==> config.mk <==
export PLATFORM = sky130hd
export DESIGN_NAME = jt51_ch_wr_sched
export DESIGN_NICKNAME = d
export VERILOG_FILES = /design/src/rtl/jt51_pkg.sv /design/src/rtl/jt51_sched_fifo.sv /design/src/rtl/jt51_ch_wr_sched.sv
export SDC_FILE = /design/constraint.sdc
export NUM_CORES = 1
export LEC_CHECK = 0
export CORE_UTILIZATION = 45
export DETAILED_ROUTE_END_ITERATION = 16
export PLACE_DENSITY_LB_ADDON = 0.15
export SYNTH_ARGS = -nofsm -noshare
export SYNTH_HDL_FRONTEND = slang
export SYNTH_SLANG_ARGS = --single-unit
export TNS_END_PERCENT = 30
==> constraint.sdc <==
create_clock -name clk -period 3.8 [get_ports clk]
set_input_delay 0.38 -clock clk [delete_from_list [all_inputs] [get_ports clk]]
set_output_delay 0.38 -clock clk [all_outputs]
set_load 0.01 [all_outputs]
==> src/rtl/jt51_pkg.sv <==
//------------------------------------------------------------------------------
// jt51_pkg : shared register map constants and channel strobe layout
// Revision : 1.0
//------------------------------------------------------------------------------
`default_nettype none

package jt51_pkg;

   // Channel register groups: each group covers 8 consecutive addresses
   localparam logic [7:0] c_addr_rl  = 8'h20;
   localparam logic [7:0] c_addr_kc  = 8'h28;
   localparam logic [7:0] c_addr_kf  = 8'h30;
   localparam logic [7:0] c_addr_ams = 8'h38;

   localparam int c_stb_w   = 7;
   localparam int c_stb_rl  = 0;
   localparam int c_stb_fb  = 1;
   localparam int c_stb_con = 2;
   localparam int c_stb_kc  = 3;
   localparam int c_stb_kf  = 4;
   localparam int c_stb_ams = 5;
   localparam int c_stb_pms = 6;

   typedef logic [c_stb_w-1:0] stb_t;

   typedef struct packed {
      logic [4:0] addr;
      logic [7:0] data;
   } entry_t;

   // Maps the low address bits of a 0x20-0x3F write to the field strobes it updates
   function automatic stb_t decode_fields(input logic [4:0] a);
      logic [7:0] v;
      stb_t       s;
      v = {c_addr_rl[7:5], a};
      s = '0;
      if (v >= c_addr_ams) begin
         s[c_stb_ams] = 1'b1;
         s[c_stb_pms] = 1'b1;
      end else if (v >= c_addr_kf) begin
         s[c_stb_kf] = 1'b1;
      end else if (v >= c_addr_kc) begin
         s[c_stb_kc] = 1'b1;
      end else begin
         s[c_stb_rl]  = 1'b1;
         s[c_stb_fb]  = 1'b1;
         s[c_stb_con] = 1'b1;
      end
      return s;
   endfunction

endpackage

`default_nettype wire

==> src/rtl/jt51_sched_fifo.sv <==
//------------------------------------------------------------------------------
// jt51_sched_fifo : pending-write queue with head and second-entry lookahead
// Revision : 1.0
//------------------------------------------------------------------------------
`default_nettype none

module jt51_sched_fifo
   import jt51_pkg::*;
#(
   parameter int DEPTH = 4
) (
   input  logic                     clk,
   input  logic                     rst,
   input  logic                     i_push,
   input  logic                     i_pop,
   input  entry_t                   i_data,
   output entry_t                   o_head,
   output entry_t                   o_next,
   output logic                     o_full,
   output logic                     o_empty,
   output logic [$clog2(DEPTH):0]   o_count
);

   localparam int AW = $clog2(DEPTH);
   localparam logic [AW:0] c_full_cnt = DEPTH[AW:0];

   entry_t        r_mem [DEPTH];
   logic [AW-1:0] r_wr;
   logic [AW-1:0] r_rd;
   logic [AW:0]   r_count;
   logic          w_do_push;
   logic          w_do_pop;

   assign o_full    = (r_count == c_full_cnt);
   assign o_empty   = (r_count == '0);
   assign o_count   = r_count;
   assign o_head    = r_mem[r_rd];
   assign o_next    = r_mem[AW'(r_rd + 1'b1)];
   assign w_do_pop  = i_pop && !o_empty;
   // A pop on the same edge frees the slot the push needs, even when full
   assign w_do_push = i_push && (!o_full || w_do_pop);

   always_ff @(posedge clk) begin
      if (w_do_push) r_mem[r_wr] <= i_data;
   end

   always_ff @(posedge clk or posedge rst) begin
      if (rst) begin
         r_wr    <= '0;
         r_rd    <= '0;
         r_count <= '0;
      end else begin
         if (w_do_push) r_wr <= AW'(r_wr + 1'b1);
         if (w_do_pop)  r_rd <= AW'(r_rd + 1'b1);
         case ({w_do_push, w_do_pop})
            2'b10:   r_count <= r_count + 1'b1;
            2'b01:   r_count <= r_count - 1'b1;
            default: r_count <= r_count;
         endcase
      end
   end

endmodule

`default_nettype wire

==> src/rtl/jt51_ch_wr_sched.sv <==
//------------------------------------------------------------------------------
// jt51_ch_wr_sched : queues CPU channel-register writes and issues each one
//                    while the channel shift register sits on its target slot
// Revision : 1.0
//------------------------------------------------------------------------------
`default_nettype none

module jt51_ch_wr_sched
   import jt51_pkg::*;
#(
   parameter int DEPTH = 4
) (
   input  logic       clk,
   input  logic       rst,
   input  logic       cen,
   input  logic       wr,
   input  logic       a0,
   input  logic [7:0] cpu_din,
   output logic [7:0] din,
   output logic       up_rl_ch,
   output logic       up_fb_ch,
   output logic       up_con_ch,
   output logic       up_kc_ch,
   output logic       up_kf_ch,
   output logic       up_ams_ch,
   output logic       up_pms_ch,
   output logic [2:0] slot,
   output logic       busy,
   output logic       overflow
);

   localparam int CW = $clog2(DEPTH) + 1;

   logic [7:0]    r_addr;
   logic [2:0]    r_slot;
   stb_t          r_stb;
   logic [7:0]    r_din;
   logic          r_ovf;

   entry_t        w_head;
   entry_t        w_next;
   entry_t        w_cand;
   entry_t        w_push_data;
   logic          w_full;
   logic          w_empty;
   logic [CW-1:0] w_count;
   logic          w_push;
   logic          w_pop;
   logic          w_stb_active;
   logic          w_cand_vld;
   logic          w_issue;
   logic [2:0]    w_next_slot;

   assign w_stb_active = |r_stb;
   assign w_next_slot  = r_slot + 3'd1;
   assign w_push       = wr && a0 && (r_addr[7:5] == c_addr_rl[7:5]);
   assign w_push_data  = {r_addr[4:0], cpu_din};
   assign w_pop        = cen && w_stb_active;

   // While the head is strobing it pops on this edge, so the entry behind it
   // is the one that may issue next (back-to-back to consecutive channels).
   assign w_cand     = w_stb_active ? w_next : w_head;
   assign w_cand_vld = w_stb_active ? (w_count > CW'(1)) : !w_empty;
   assign w_issue    = w_cand_vld && (w_cand.addr[2:0] == w_next_slot);

   jt51_sched_fifo #(
      .DEPTH   (DEPTH)
   ) u_fifo (
      .clk     (clk),
      .rst     (rst),
      .i_push  (w_push),
      .i_pop   (w_pop),
      .i_data  (w_push_data),
      .o_head  (w_head),
      .o_next  (w_next),
      .o_full  (w_full),
      .o_empty (w_empty),
      .o_count (w_count)
   );

   always_ff @(posedge clk or posedge rst) begin
      if (rst) begin
         r_addr <= 8'h00;
         r_slot <= 3'd0;
         r_stb  <= '0;
         r_din  <= 8'h00;
         r_ovf  <= 1'b0;
      end else begin
         if (wr && !a0) r_addr <= cpu_din;
         if (w_push && w_full && !w_pop) r_ovf <= 1'b1;
         if (cen) begin
            r_slot <= w_next_slot;
            if (w_issue) begin
               r_stb <= decode_fields(w_cand.addr);
               r_din <= w_cand.data;
            end else begin
               r_stb <= '0;
            end
         end
      end
   end

   assign din       = r_din;
   assign slot      = r_slot;
   assign overflow  = r_ovf;
   assign busy      = (w_count != '0) || w_stb_active;
   assign up_rl_ch  = r_stb[c_stb_rl];
   assign up_fb_ch  = r_stb[c_stb_fb];
   assign up_con_ch = r_stb[c_stb_con];
   assign up_kc_ch  = r_stb[c_stb_kc];
   assign up_kf_ch  = r_stb[c_stb_kf];
   assign up_ams_ch = r_stb[c_stb_ams];
   assign up_pms_ch = r_stb[c_stb_pms];

endmodule

`default_nettype wire

==> impl_metrics.tcl <==
set metrics [dict create \
    status "finished, final reports clean" \
    max-slew-margin-rel_pct 42.8 \
    dr.pass1.iters 5 \
    avgRoutedWirePerCell_um 18.5 \
    die_area_um2 9080 \
    cts_resized 0 \
    finalHoldViolCount 0 \
    period_minus_slack_ns 3.15 \
    grt_max_degree 33 \
    ir_worst_vdd_v 0.000319 \
    area_growth_pct 15.2 \
    endpoint_kind "register" \
    syn_area_um2 3920 \
    clkTransAtPathRegs_ns 0.09 \
    clk_latency_ns 0.34 \
    syn_area_per_cell_um2 13.7 \
    grt_pass1_wl_mm 12.5 \
    skew_ns 0.00901 \
    layout_commonest_cell "edfxtp_1" \
    gp_congestion 0.789 \
    final_cell_area_um2 4510 \
    dp_slack_ns 0.669 \
    setup_violations 0 \
    htreeDepth 3 \
    cts_buffer_depth 2 \
    drv_cap 0 \
    initial_utilization_pct 47.2 \
    antenna_found_initial 0 \
    critPathMaxFanout 30 \
    grt_pass1_vias 2340 \
    fin_nets 340 \
    hp-class "in2async" \
    fin_crit_sh_pct 82.9 \
    clock_sinks 83 \
    final_cell_mix "edfxtp_1 (52), clkdlybuf4s50_1 (32), dfrtp_1 (31)" \
    p_leak_nw 1.65 \
    place_area_um2 4340 \
    drt-initial-drc-count 150 \
    crit_required_ns 4.03 \
    io_buffers 32 \
    post_cts_buffers 0 \
    yosysWarnings 0 \
    grt_usage_pct 19.1 \
    n_antenna_cell 0 \
    worstMarginPinSlew_ns 0.856 \
    grt_overflow 0 \
    rsz0062_at_grt "no" \
    finalMaxSlewViolations 0 \
    wirelength_mm 7.93 \
    syn_nets 307 \
    drc 0 \
    crit_path_start_kind "register" \
    drive_gt1_share_pct 20.1 \
    powerDensity_nw_per_um2 866 \
    seq_area_frac_synth_pct 59.7 \
    whs_ns 0.457 \
    finalPower_mw 3.91 \
    synth_seq_cells 83 \
    cts_tree "yes" \
    core_um2 8300 \
    dieHeight_um 95.3 \
    final_antenna_net_count 0 \
    synth_cells 285 \
    cts-buffers-inserted 9 \
    dp_hpwl_mm 5.09 \
    root_buffer "clkbuf_8" \
    die_w_um 95.3 \
    cp.arrival_ns 3.38 \
    vias 2476 \
    routed_via_density 5.79 \
    path_class "reg2reg" \
    max_freq_mhz 318 \
    fin_tns_setup_ns 0 \
    holdBufCountCts 0 \
    yosysUniqueCellTypes 43 \
    n_fill_cell 680 \
    rows 33 \
    setup_ws_ns 0.651 \
    num_io_pins 33 \
]
## area by class of cell
type	count	area [um^2]	share of cell area [%]
timing repair buffer	41	388	8.59
clock inverter	7	52.6	1.16
sequential	83	2340	51.8
multi-input combinational	172	1440	31.9
tap	105	131	2.91
clock buffer	9	124	2.74
inverter	11	41.3	0.915
## flip-flops by register name, indices dropped and copies added (netlist names)
register and count:
u_fifo.r_rd 2, slot 3, r_stb 4, r_addr 8
overflow 1, u_fifo.r_mem 52, u_fifo.r_wr 2, din 8
u_fifo.o_count 3
## stage by stage
| step | std cells | utilization [%] |
|---|---|---|
| floorplan | 285 | - |
| global placement | 412 | 52.3 |
| detailed placement | 412 | 52.3 |
| CTS | 428 | 54.4 |
| global route | 428 | 54.4 |
| finish | 428 | 54.4 |
## report_power, final
| group | switching, mW | leakage (nW) | internal, mW |
|---|---|---|---|
| Clock | 0.329 | 0.0896 | 0.241 |
| Sequential | 0.134 | 0.842 | 1.11 |
| Combinational | 1.15 | 0.719 | 0.943 |
## cell usage after synthesis, drive strengths merged
cell / instances / share of area (%)
xnor2: 8 / 1.8
mux2: 32 / 9.8
and2: 4 / 0.64
o221ai: 18 / 4.0
a22oi: 10 / 2.0
edfxtp: 52 / 40
a21oi: 6 / 1.1
a22o: 2 / 0.45
nor4bb: 1 / 0.26
nand2: 13 / 1.2
buf: 6 / 1.3
or4b: 1 / 0.35
mux2i: 7 / 1.8
or4: 1 / 0.29
nor2: 8 / 0.77
o21bai: 1 / 0.19
nor3: 2 / 0.26
clkinv: 1 / 0.096
o31ai: 9 / 1.7
or3: 9 / 1.4
ha: 9 / 2.9
a31oi: 2 / 0.32
dfrtp: 31 / 20
and3: 2 / 0.32
nand3: 6 / 0.77
o211ai: 1 / 0.19
xor2: 1 / 0.22
a32o: 2 / 0.51
nor2b: 4 / 0.64
o221a: 2 / 0.58
o22ai: 2 / 0.32
o21ai: 4 / 0.51
clkbuf: 13 / 1.2
a211oi: 3 / 0.70
nor4: 1 / 0.54
nand2b: 1 / 0.16
inv: 10 / 0.96
## path summary, 6_finish.rpt
kind | start | end | slack (ns) | cells after the start
setup / recovery | r_stb[2]$_DFFE_PP0P_ | din[6]$_DFFE_PP0P_ | 0.65 | 7
hold reg to reg | overflow$_DFFE_PP0P_ | overflow$_DFFE_PP0P_ | 0.48 | 1
min in group clk | overflow$_DFFE_PP0P_ | overflow$_DFFE_PP0P_ | 0.48 | 1
setup reg to reg | r_stb[2]$_DFFE_PP0P_ | din[6]$_DFFE_PP0P_ | 0.65 | 7
max in group asynchronous | rst | din[6]$_DFFE_PP0P_ | 2.62 | 3
hold / removal | rst | u_fifo.o_count[0]$_DFFE_PP0P_ | 0.46 | 2
## routing by layer
layer | up-vias | wire length (um) | track usage (%)
met3 | 4 | 321 | 3.27
met5 | - | 0 | 0
met4 | 0 | 64 | 7.32
li1 | 1159 | - | -
met2 | 65 | 3800 | 29.8
met1 | 1248 | 3740 | 26.6
## logic make-up (layout without fill, tap and decap cells)
family | after synthesis | after routing | share of synthesized area [%]
DFF | 83 | 83 | 59.7
AOI/OAI and AO/OA | 62 | 62 | 12.6
muxes | 39 | 39 | 11.6
buffers and inverters | 30 | 68 | 3.58
xor gates and xnor gates | 9 | 9 | 2.01
adders and majority gates | 9 | 9 | 2.88
and+or+nand+nor | 53 | 53 | 7.67
## worst max-delay path, cell delays in order, from the launching register on
cell and delay, ns:
dfrtp_1 0.46, or4_4 0.76, a21oi_4 0.19, a22oi_2 0.07
or4b_4 0.52, a211oi_2 0.40, buf_4 0.28, mux2_2 0.35
Power figures use the tool's default switching activity.
